`config.mk`:
```
export PLATFORM = sky130hd
export DESIGN_NAME = instr_fetch_unit
export DESIGN_NICKNAME = d
export VERILOG_FILES = /design/src/rtl/instr_fetch_unit.sv
export SDC_FILE = /design/constraint.sdc
export NUM_CORES = 1
export LEC_CHECK = 0
export ABC_AREA = 1
export ABC_CLOCK_PERIOD_IN_PS = 2800
export BUFFER_PORTS_ARGS = -buffer_cell sky130_fd_sc_hd__clkbuf_2
export CORE_MARGIN = 4
export CORE_UTILIZATION = 51
export DETAILED_ROUTE_END_ITERATION = 8
export PLACE_DENSITY = 0.78
export SLEW_MARGIN = 20
export SYNTH_ARGS = -nofsm -noshare
export SYNTH_HDL_FRONTEND = slang
export SYNTH_SLANG_ARGS = --single-unit
```
`constraint.sdc`:
```
create_clock -name clk -period 2.8 [get_ports clk]
set_input_delay 0.42 -clock clk [delete_from_list [all_inputs] [get_ports clk]]
set_output_delay 0.42 -clock clk [all_outputs]
set_load 0.05 [all_outputs]
```
`src/rtl/instr_fetch_unit.sv`:
```
// Instruction fetch front end: drives the PC onto the instruction-memory read port,
// captures returning words into a 2-entry buffer and presents them to decode.
module instr_fetch_unit #(
  parameter logic [15:0] RESET_PC = 16'h0000
) (
  input  logic        clk,
  input  logic        rst,
  output logic [15:0] A_InstrAddress,
  output logic        C_IMRead,
  input  logic [15:0] D_Instruction,
  input  logic        redirect,
  input  logic [15:0] redirect_pc,
  output logic [15:0] instr_out,
  output logic [15:0] instr_pc,
  output logic        instr_valid,
  input  logic        instr_ready
);

  localparam int unsigned AW    = 16;
  localparam int unsigned IW    = 16;
  localparam int unsigned DEPTH = 2;

  logic [AW-1:0] pc;
  logic [AW-1:0] pend_pc;
  logic          pend;
  logic [1:0]    count;
  logic          wr_ptr;
  logic          rd_ptr;
  logic [AW-1:0] fifo_pc    [DEPTH];
  logic [IW-1:0] fifo_instr [DEPTH];

  logic          pop;
  logic          push;
  logic [2:0]    occ;

  assign pop  = instr_valid && instr_ready;
  assign push = pend && !redirect;

  // Projected occupancy after this cycle; issuing only below 2 keeps the buffer from overflowing.
  assign occ      = 3'(count) + 3'(pend) - 3'(pop);
  assign C_IMRead = rst && !redirect && (occ < 3'd2);

  assign A_InstrAddress = pc;
  assign instr_valid    = (count != 2'd0);
  assign instr_out      = fifo_instr[rd_ptr];
  assign instr_pc       = fifo_pc[rd_ptr];

  // PC, outstanding-request tracking and buffer state; redirect flushes everything in flight.
  always_ff @(posedge clk or negedge rst) begin
    if (!rst) begin
      pc      <= RESET_PC;
      pend_pc <= '0;
      pend    <= 1'b0;
      count   <= 2'd0;
      wr_ptr  <= 1'b0;
      rd_ptr  <= 1'b0;
      for (int i = 0; i < int'(DEPTH); i++) begin
        fifo_pc[i]    <= '0;
        fifo_instr[i] <= '0;
      end
    end else if (redirect) begin
      pc     <= redirect_pc;
      pend   <= 1'b0;
      count  <= 2'd0;
      wr_ptr <= 1'b0;
      rd_ptr <= 1'b0;
    end else begin
      pend <= C_IMRead;
      if (C_IMRead) begin
        pc      <= pc + 16'd1;
        pend_pc <= pc;
      end
      if (push) begin
        fifo_pc[wr_ptr]    <= pend_pc;
        fifo_instr[wr_ptr] <= D_Instruction;
        wr_ptr             <= ~wr_ptr;
      end
      if (pop) begin
        rd_ptr <= ~rd_ptr;
      end
      count <= count + 2'(push) - 2'(pop);
    end
  end

endmodule

```
==> results of run 1 <==
==> how the worst max path moves through the flow <==
stage                  startpoint  endpoint  slack, ps  cells after the start
2_1_floorplan  count[1]$_DFF_PN0_  C_IMRead         90                     11
3_3_place_gp   count[1]$_DFF_PN0_  C_IMRead        280                     11
3_5_place_dp   count[1]$_DFF_PN0_  C_IMRead        220                     11
4_1_cts        count[1]$_DFF_PN0_  C_IMRead         30                     11
5_1_grt        count[1]$_DFF_PN0_  C_IMRead          7                     12
6_report       count[1]$_DFF_PN0_  C_IMRead        140                     12
==> per-layer routing <==
metal  share of wire (%)  global-route usage [%]
met5                   0                       0
met1                  46                    28.8
met2                  48                    32.8
met3                 4.8                    4.69
met4                0.98                    4.97
==> state kept, by name (all words and copies together), names as in the netlist <==
register,cells
A_InstrAddress,16
count,2
pend,1
pend_pc,16
fifo_pc,32
rd_ptr,1
wr_ptr,1
fifo_instr,32
==> logic make-up (layout without fill, tap and decap cells) <==
kind of cell	Yosys count	after routing	synth area share [%]
buf+inv	92	178	8.29
xor+xnor	8	8	1.46
compound gates	91	91	11.4
flops	101	101	52.5
simple gates	305	305	25.2
fa+ha+maj	4	4	1.20
==> synthesized netlist by cell type, types with 5 or more instances <==
cell / number
buf_6: 6
clkbuf_1: 16
dfrtp_1: 101
inv_1: 61
nand2_1: 242
nand3_1: 37
nor2_1: 19
o21ai_0: 55
o21ai_1: 9
o21ai_2: 23
xor2_1: 5
==> timing repair <==
action | 4_1_cts | 5_1_grt
setup buffers | 2 | 2
endpoints found under the setup margin | 1 | 2
gates resized for setup | 3 | 7
cloned | 0 | 0
pin swaps | 0 | 3
==> stage by stage <==
stage	setup slack [ps]	hold WS [ps]	cell area [µm²]	std cells
final	144	139	5610	798
after global routing	6.61	164	5610	798
after CTS	30.6	149	5580	796
after detailed placement	219	467	5330	778
after global placement	281	463	5330	778
after floorplan	90.3	124	4810	601
==> power by group <==
| part | switching (µW) | total, µW | internal [µW] |
|---|---|---|---|
| Combinational | 2300 | 3130 | 838 |
| Sequential | 387 | 2440 | 2050 |
| Clock | 478 | 1030 | 550 |
| Total | 3160 | 6600 | 3440 |
==> layout make-up <==
cell class | count | area (µm²) | share of cell area [%]
multi-input combinational | 408 | 1900 | 33.9
inverter | 64 | 249 | 4.44
clock inverter | 4 | 70.1 | 1.25
tap | 111 | 139 | 2.48
sequential | 101 | 2530 | 45.1
timing repair buffer | 98 | 566 | 10.1
clock buffer | 12 | 155 | 2.77
==> cells in the final DEF (no fill, tap or decap), types with 2 or more instances in the layout <==
cell type,netlist,layout
dfrtp_1,101,100
nand2_2,2,3
xnor2_1,3,2
nand2_1,242,241
nand4_1,2,2
clkinv_2,0,2
o211ai_1,2,2
nor2_1,19,18
nand3_1,37,37
o21ai_2,23,23
xor2_1,5,5
clkbuf_2,1,83
inv_1,61,61
buf_4,1,12
ha_1,3,3
buf_12,0,3
bufinv_16,0,2
a21oi_1,2,2
o21ai_0,55,54
clkbuf_8,0,11
o21ai_1,9,10
==> out/results.tsv, run 1 <==
stage	metric	value	unit
synthesis	synthArstFlopShare	100	%
power_and_ir_drop	ir_drop	0.494	mV
worst_setup_path	path_cells	or2_4 -> nand2_2 -> inv_1 -> nand2_1 -> o21ai_1 -> nand2_1 -> fa_1 -> nand2_1 -> nor2_2 -> nand2_2 -> clkinv_4 -> buf_12	
global_routing	grt_start_max_net_pins	67	
sta	relSlewSlack	45.5	%
synthesis	ys_ff_latch	101	
routing	post-route-drc-count	0	
global_routing	grt_pass1_vias	3912	
synthesis	synth_nets	641	
synthesis	syn_inst	601	
power_and_ir_drop	power_per_cell_area	1180	nW/µm²
worst_setup_path	critPathTopFamily	simple AND/OR/NAND/NOR gates	
clock_tree	htreeDepth	3	
placed_design	place_congestion	0.830	
worst_setup_path	critPathCaptureType	output port	
clock_tree	cts_sinks	101	
floorplan	die_x	105	µm
layout	fillers	826	
sta	fmax	377	MHz
floorplan	die-area	11100	µm²
worst_setup_path	cp_slowest_cell	dfrtp_2	
floorplan	pin_count	86	
synthesis	synth_area_leaders	dfrtp_1 53%, nand2_1 19%, o21ai_0 5.7%	
floorplan	die_y	105	µm
clock_tree	clock_tree.buffer_depth	2	
clock_tree	path_clk_slew	90	ps
worst_setup_path	crit_top_cell	nand2_1	
sta	slew_violations	0	
synthesis	synth_area_leader_cell	dfrtp_1	
sta	period_needed	2660	ps
sta	tightestPinTransition	817	ps
worst_setup_path	critPathLaunchType	flip-flop	
synthesis	syn-cell-area	4810	µm²
layout	layout-drive-gt1-share	21.5	%
worst_setup_path	crit_path_max_fanout	2	
sta	period_share	94.9	%
sta	fin_skew	8.57	ps
routing	vias	4031	
layout	nets	722	
power_and_ir_drop	p_leak	0.00307	µW
worst_setup_path	timing.rr.end	pend_pc[3]$_DFFE_PN0P_	
layout	antenna_cells	0	
worst_setup_path	timing.reg2reg.setup_slack	400	ps
routing	drt_iter0_drc	243	
synthesis	synth_ff_type	dfrtp_1	
power_and_ir_drop	power	6600	µW
routing	ant_nets	0	
outcome	status	complete, no violations	
placed_design	hpwl	7240	µm
layout	final_core_util	61.0	%
worst_setup_path	path_buf_inv	3	
worst_setup_path	path_class	flip-flop to output port	
worst_setup_path	worstPathArrival	2240	ps
routing	routed_wl	10800	µm
clock_tree	cts_tree	done	
synthesis	yosysSeqAreaShare	52.5	%
clock_tree	cts_root_buf	clkbuf_8	
worst_setup_path	r2r_cells	15	
clock_tree	cts_hold_buf	0	
hold_path	min_path_type	input port to async pin	
floorplan	core	9200	µm²
floorplan	placementRows	35	
worst_setup_path	slowest_delay	410	ps
worst_setup_path	cp.required	2380	ps
worst_setup_path	r2r_start	count[1]$_DFF_PN0_	
routing	via_per_inst	5.05	
job	max-cap-violations	0	
global_routing	grt_first_pass_wirelength	18700	µm
global_routing	grt_overflow	0	
sta	rsz0062_at_grt	no	
sta	setup_tns	0	ps
routing	wl_per_cell	13.5	µm
placed_design	port_buffers	85	
sta	setup_violations	0	
synthesis	synth_edf_count	0	
routing	firstDrtPassIters	4	
global_routing	grt_use_total	20.6	%
floorplan	start_util	52.3	%
synthesis	syn_area_per_cell	8.01	µm²
layout	area.growth.synth_to_final	16.5	%
global_routing	antenna_found_initial	0	
synthesis	synth_cell_type_count	27	
clock_tree	numCtsBuffers	9	
synthesis	yosys_warnings	0	
clock_tree	clkLatencyLatePin	360	ps
sta	hold_viol_final	0	
synthesis	synth_top_area_share	52.5	%
Note: power is estimated with default switching activity, not from simulation.
==> inputs of run 2 (changes only) <==
- CORE_UTILIZATION: 51 -> 56
- PLACE_DENSITY: 0.78 -> 0.84
==> run 2 against run 1 <==
  * Hold slack improved by 69 ps
  * Cell area decreased by 0.91%
  * Maximum frequency decreased by 2.7%
  * Sequential cell count unchanged
  * Via count increased by 3.0%
  * Critical path depth unchanged
  * First-iteration DRC count increased by 13%
  * Worst setup slack got worse by 74 ps
  * Cell count decreased by 0.88%
  * Critical endpoint unchanged
  * Largest cell class unchanged
==> out/results.tsv, run 2 (synthesis results as in run 1) <==
stage	metric	value	unit	change
floorplan	start_util	58.0	%	+5.7 points
worst_setup_path	r2r_start	count[0]$_DFF_PN0_		
layout	fillers	680		-18%
worst_setup_path	worst-path-stages	12		unchanged
clock_tree	path_clk_slew	90	ps	about the same
layout	design_area	5560	µm²	-0.91%
layout	layout_common_cells	241 x nand2_1, 100 x dfrtp_1, 83 x clkbuf_2, 60 x inv_1, 55 x o21ai_0		
worst_setup_path	timing.reg2reg.setup_slack	270	ps	-130 ps
clock_tree	clock_tree.buffer_depth	2		unchanged
worst_setup_path	critPathLaunchType	flip-flop		
global_routing	grt_start_max_net_pins	65		-3.0%
layout	antenna_cells	0		unchanged
sta	hold_viol_final	0		unchanged
layout	area.growth.synth_to_final	15.5	%	
routing	post-route-drc-count	0		unchanged
sta	fin_skew	8.13	ps	-0.442 ps
worst_setup_path	worstPathArrival	2310	ps	+70 ps
power_and_ir_drop	p_leak	0.00306	µW	-0.45%
sta	fin_ws	70.4	ps	-73.7 ps
sta	fmax	366	MHz	-2.7%
routing	routed_wl	10800	µm	about the same
placed_design	dp_cells	772		-0.77%
layout	final_cells	791		-0.88%
floorplan	die_y	101	µm	-4.2%
clock_tree	numCtsBuffers	9		unchanged
power_and_ir_drop	power_per_cell_area	1180	nW/µm²	+0.70%
worst_setup_path	slowest_delay	440	ps	+30 ps
routing	vias	4153		+3.0%
global_routing	grt_use_met2	37.1	%	+4.3 points
hold_path	min_path_type	input port to async pin		
layout	final_common_cell	nand2_1		
floorplan	die-area	10100	µm²	-8.3%
global_routing	grt_overflow	0		unchanged
worst_setup_path	crit_path_max_fanout	3		+1
placed_design	hpwl	7170	µm	-1.0%
floorplan	placementRows	33		-5.7%
routing	wl_per_cell	13.6	µm	+0.92%
sta	tightestPinTransition	1040	ps	+227 ps
placed_design	post-place-ws	212	ps	-6.93 ps
routing	drt_iter0_drc	275		+13%
placed_design	place_congestion	0.863		+3.9%
worst_setup_path	path_class	flip-flop to output port		
sta	slew_violations	0		unchanged
global_routing	use_met1	30.4	%	+1.6 points
layout	layout-drive-gt1-share	21.1	%	-0.41 points
clock_tree	cts_sinks	101		unchanged
clock_tree	clkLatencyLatePin	350	ps	about the same
sta	setup_tns	0	ps	unchanged
sta	relSlewSlack	30.0	%	-16 points
placed_design	placedInstanceArea	5300	µm²	-0.61%
routing	firstDrtPassIters	6		+2
sta	setup_violations	0		unchanged
worst_setup_path	cp_slowest_cell	fa_1		
sta	rsz0062_at_grt	no		
global_routing	use_met3	4.22	%	-0.47 points
worst_setup_path	crit_top_cell	nand2_1		
worst_setup_path	critPathTopFamily	simple AND/OR/NAND/NOR gates		
floorplan	core	8300	µm²	-9.8%
sta	period_needed	2730	ps	+73.7 ps
layout	top_regs	fifo_instr: 32 flops, fifo_pc: 32 flops		
layout	nets	721		-0.14%
worst_setup_path	timing.rr.end	A_InstrAddress[1]$_DFFE_PN0P_		
clock_tree	cts_tree	done		
sta	holdWs	207	ps	+68.7 ps
floorplan	die_x	101	µm	-4.2%
sta	period_share	97.5	%	+2.6 points
clock_tree	cts_hold_buf	0		unchanged
clock_tree	htreeDepth	3		unchanged
job	max-cap-violations	0		unchanged
floorplan	pin_count	86		unchanged
power_and_ir_drop	ir_drop	0.510	mV	+3.2%
routing	via_per_inst	5.25		+3.9%
global_routing	grt_pass1_vias	4038		+3.2%
clock_tree	cts_root_buf	clkbuf_8		
worst_setup_path	critPathCaptureType	output port		
global_routing	antenna_found_initial	0		unchanged
worst_setup_path	r2r_cells	16		+1
worst_setup_path	path_cells	or2_4 -> nand2_4 -> inv_2 -> nand2_1 -> o21ai_0 -> nand2_1 -> fa_1 -> nand2_1 -> nor2_1 -> nand2_2 -> inv_4 -> buf_12		
global_routing	grt_first_pass_wirelength	18500	µm	-1.1%
global_routing	busiest_layer	met2		
worst_setup_path	path_buf_inv	3		unchanged
worst_setup_path	cp.required	2380	ps	about the same
placed_design	port_buffers	85		unchanged
outcome	status	complete, no violations		
routing	ant_nets	0		unchanged
global_routing	grt_use_total	22.7	%	+2.1 points
[run 2: metrics by stage]
| stage | power, µW | utilization, % |
|---|---|---|
| final | 6590 | 67.0 |
| after global routing | 7040 | 67.0 |
| after floorplan | 4790 | - |
| after global placement | 5410 | 63.8 |
| after CTS | 6610 | 66.8 |
| after detailed placement | 5540 | 63.8 |
[run 2: how the worst max path moves through the flow]
stage                             startpoint                             to  slack, ps
final                     count[0]$_DFF_PN0_                       C_IMRead         70
after global routing      count[0]$_DFF_PN0_                       C_IMRead          2
after CTS                 count[1]$_DFF_PN0_                       C_IMRead          2
after detailed placement  count[1]$_DFF_PN0_  A_InstrAddress[1]$_DFFE_PN0P_        210
after global placement    count[1]$_DFF_PN0_                       C_IMRead        320
after floorplan           count[1]$_DFF_PN0_                       C_IMRead         90
[run 2: worst register-to-register path, cell delays in order (launching register included)]
cell and delay, ps:
dfrtp_1 380, or2_4 150, nand2_4 50, inv_2 50, nand2_1 60, o21ai_0 80, nand2_1 120, fa_1 540
nand2_1 70, nor2_1 120, nand2_2 100, inv_4 100, buf_4 150, buf_4 220, nor2_1 90, nand2_1 80
nand3_1 70
[run 2: timing repair]
| action | in CTS | in global routing |
|---|---|---|
| resized for setup | 3 | 3 |
| cloned | 0 | 0 |
| setup buffers | 2 | 1 |
| pin swaps | 0 | 4 |
| setup endpoints to repair | 1 | 1 |
[run 2: power by group]
part	switching, µW	internal (µW)	total, µW
registers	391	2050	2440
logic	2290	820	3110
clock network	478	550	1030
[run 2: layout make-up]
| cell class | instances | area [µm²] | area share [%] |
|---|---|---|---|
| Inverter | 64 | 243 | 4.37 |
| Clock inverter | 4 | 70.1 | 1.26 |
| Timing Repair Buffer | 97 | 533 | 9.59 |
| Sequential cell | 101 | 2530 | 45.5 |
| Tap cell | 105 | 131 | 2.36 |
| Multi-Input combinational cell | 408 | 1900 | 34.1 |
| Clock buffer | 12 | 155 | 2.79 |
[run 2: per-layer routing]
metal	vias to the layer above	wire, µm	share of wire [%]
met5	-	0	0
met4	0	157	1.5
met3	21	684	6.4
met2	142	5300	49
met1	1961	4630	43
li1	2029	-	-
==> inputs of run 3 (changes only) <==
- ABC_AREA: 1 -> default
- CORE_UTILIZATION: 56 -> 55
- PLACE_DENSITY: 0.84 -> 0.83
==> run 3 against run 2 <==
  * First-iteration DRC count down 49%
  * Highest routed layer unchanged
  * Routed wire length fell by 8.2%
  * Via count fell by 22%
  * Cell count shrank 28%
  * Critical path depth shrank 3
  * Area after synthesis is 4.4% lower
  * Synthesized cell count down 38%
  * Sequential power about the same
  * Largest cell class unchanged
==> out/results.tsv, run 3 <==
stage	metric	value	unit	change
synthesis	synth_cell_type_count	48		+78%
power_and_ir_drop	p_sw_share	44.5	%	-3.5 points
sta	period_share	98.6	%	+1.1 points
floorplan	placementRows	33		unchanged
clock_tree	cts_root_buf	clkbuf_8		
synthesis	synth_edf_count	0		unchanged
global_routing	grt_first_pass_wirelength	16600	µm	-9.8%
layout	final_core_util	66.4	%	-0.53 points
floorplan	start_util	56.3	%	-1.7 points
layout	top_regs	fifo_instr: 32 flops, fifo_pc: 32 flops		
floorplan	die_x	99.5	µm	-1.2%
worst_setup_path	path_class	flip-flop to output port		
global_routing	grt_pass1_vias	3387		-16%
sta	fin_skew	14.3	ps	+6.15 ps
synthesis	synth_area_leader_cell	dfrtp_1		
clock_tree	htreeDepth	3		unchanged
power_and_ir_drop	power_per_cell_area	1180	nW/µm²	-0.81%
layout	layout-drive-gt1-share	46.7	%	+26 points
layout	nets	502		-30%
floorplan	die-area	9900	µm²	-2.4%
worst_setup_path	critPathLaunchType	flip-flop		
layout	final_cells	572		-28%
hold_path	min_path_type	input port to flip-flop		
synthesis	synth_nets	413		-36%
clock_tree	path_clk_slew	100	ps	about the same
clock_tree	clock_tree.buffer_depth	2		unchanged
placed_design	post-place-ws	128	ps	-84.4 ps
sta	fin_ws	39.2	ps	-31.2 ps
sta	holdWs	259	ps	+51.8 ps
power_and_ir_drop	ir_drop	0.448	mV	-12%
synthesis	yosysSeqAreaShare	54.9	%	+2.4 points
sta	setup_tns	0	ps	unchanged
synthesis	synthArstFlopShare	100	%	unchanged
sta	hold_viol_final	0		unchanged
worst_setup_path	timing.reg2reg.setup_slack	270	ps	about the same
worst_setup_path	r2r_start	count[1]$_DFF_PN0_		
power_and_ir_drop	p_int	3540	µW	+3.6%
power_and_ir_drop	p_seq_share	38.2	%	+1.1 points
power_and_ir_drop	p_leak	0.00269	µW	-12%
routing	vias	3241		-22%
routing	via_per_inst	5.67		+7.9%
sta	slew_violations	0		unchanged
routing	ant_nets	0		unchanged
routing	firstDrtPassIters	6		unchanged
synthesis	synth_ff_type	dfrtp_1		
layout	final_common_cell	dfrtp_1		
sta	setup_violations	0		unchanged
synthesis	synth.most_common_cell	dfrtp_1		
sta	relSlewSlack	47.3	%	+17 points
global_routing	antenna_found_initial	0		unchanged
layout	fillers	627		-7.8%
placed_design	place_congestion	0.902		+4.6%
power_and_ir_drop	combinationalPowerShare	47.3	%	about the same
synthesis	yosys_warnings	0		unchanged
placed_design	dp_cells	553		-28%
sta	period_needed	2760	ps	+31.2 ps
clock_tree	cts_tree	done		
routing	post-route-drc-count	0		unchanged
routing	wl_per_cell	17.3	µm	+27%
hold_path	whs_path_depth	3		
power_and_ir_drop	p_sw	2840	µW	-10%
worst_setup_path	worstPathArrival	2340	ps	+30 ps
synthesis	syn_area_per_cell	12.3	µm²	+54%
floorplan	pin_count	86		unchanged
routing	drt_iter0_drc	139		-49%
clock_tree	clkLatencyLatePin	370	ps	+20 ps
worst_setup_path	crit_path_max_fanout	4		+1
floorplan	die_y	99.5	µm	-1.2%
clock_tree	cts_sinks	101		unchanged
worst_setup_path	cp-endpoint	C_IMRead		
worst_setup_path	timing.rr.end	A_InstrAddress[2]$_DFFE_PN0P_		
worst_setup_path	crit_start	count[1]$_DFF_PN0_		
floorplan	core	8180	µm²	-1.5%
worst_setup_path	critPathCaptureType	output port		
layout	area.growth.synth_to_final	18.0	%	
placed_design	port_buffers	85		unchanged
global_routing	grt_overflow	0		unchanged
synthesis	syn_inst	373		-38%
global_routing	grt_use_total	21.1	%	-1.6 points
synthesis	syn-cell-area	4600	µm²	-4.4%
clock_tree	numCtsBuffers	9		unchanged
global_routing	grt_start_max_net_pins	93		+43%
layout	antenna_cells	0		unchanged
synthesis	synth_top_area_share	54.9	%	+2.4 points
routing	routed_wl	9890	µm	-8.2%
placed_design	hpwl	6740	µm	-6.0%
power_and_ir_drop	p_clk_share	14.5	%	-1.1 points
synthesis	synthTopCellsByCount	101 x dfrtp_1, 94 x mux2_2, 53 x nand2_1		
synthesis	synth_area_leaders	dfrtp_1 55%, mux2_2 23%, nand2_1 4.3%		
layout	layout_common_cells	101 x dfrtp_1, 94 x mux2_2, 83 x clkbuf_2, 52 x nand2_1, 11 x clkbuf_8		
sta	fmax	362	MHz	-1.1%
synthesis	ys_ff_latch	101		unchanged
job	max-cap-violations	0		unchanged
sta	tightestPinTransition	790	ps	-254 ps
worst_setup_path	cp.required	2380	ps	about the same
worst_setup_path	r2r_cells	10		-6
outcome	status	complete, no violations		
-- run 3: cell count changes after synthesis, moves of 13 or more --
cell / previous run / this run
nand2_1: 242 / 53
mux2_2: 0 / 94
inv_1: 61 / 9
o21ai_0: 55 / 8
nand3_1: 37 / 11
o21ai_2: 23 / 0
nor2_1: 19 / 6
-- run 3: per-layer routing --
layer	wire [µm]	part of all wire, %	track usage, %
met5	0	0	0
met1	4420	45	30.8
met4	138	1.4	4.83
met2	4640	47	32.5
met3	685	6.9	4.63
-- run 3: area by class of cell --
| class | count | area [µm²] | area share, % |
|---|---|---|---|
| clock buffers | 11 | 141 | 2.60 |
| clock inverters | 5 | 60.1 | 1.11 |
| inverters | 11 | 41.3 | 0.760 |
| multi-input cells | 242 | 1980 | 36.5 |
| flip-flops and latches | 101 | 2530 | 46.5 |
| well taps | 105 | 131 | 2.42 |
| repair buffers | 97 | 546 | 10.0 |
-- run 3: worst min path at each step --
stage                    startpoint                              to
floorplan                       rst   A_InstrAddress[0]$_DFFE_PN0P_
global placement                rst              wr_ptr$_DFFE_PN0P_
detailed placement              rst              wr_ptr$_DFFE_PN0P_
CTS                  redirect_pc[0]   A_InstrAddress[0]$_DFFE_PN0P_
global route        redirect_pc[11]  A_InstrAddress[11]$_DFFE_PN0P_
finish               redirect_pc[0]   A_InstrAddress[0]$_DFFE_PN0P_
-- run 3: cell families after synthesis --
logic type / count (synthesis) / synth area share [%]
adders and majority gates: 4 / 1.25
DFF: 101 / 54.9
muxes: 98 / 23.9
and+or+nand+nor: 99 / 10.1
xor gates and xnor gates: 7 / 1.50
buffers and inverters: 30 / 2.83
AOI/OAI and AO/OA: 34 / 5.46
-- run 3: timing repair --
| item | CTS | global route |
|---|---|---|
| pin swaps | 2 | 0 |
| hold buffers | 1 | 0 |
| setup buffers | 2 | 0 |
| hold endpoints to repair | 9 | 0 |
| endpoints found under the setup margin | 1 | 1 |
| cloned | 0 | 0 |
| resized for setup | 5 | 5 |
-- run 3: power by group through the flow --
stage / registers, µW / clock network (µW) / logic (µW)
finish: 2440 / 928 / 3020
global route: 2520 / 1010 / 3220
CTS: 2440 / 945 / 3020
detailed placement: 2470 / 0 / 2960
global placement: 2410 / 0 / 2890
floorplan: 2450 / 0 / 2240
-- run 3: critical path: stages, from the launching register on --
cell and delay [ps]:
dfrtp_1 410, or2_4 270, nand2_4 90, nor2_4 50, o21ai_2 150, fa_2 480
and2_4 190, nand3_2 110, inv_2 50, clkbuf_8 170
-- run 3: through the flow --
step	instance area, µm²	power, µW
after detailed placement	5170	5430
final	5430	6380
after floorplan	4610	4700
after global routing	5430	6750
after global placement	5170	5300
after CTS	5410	6400
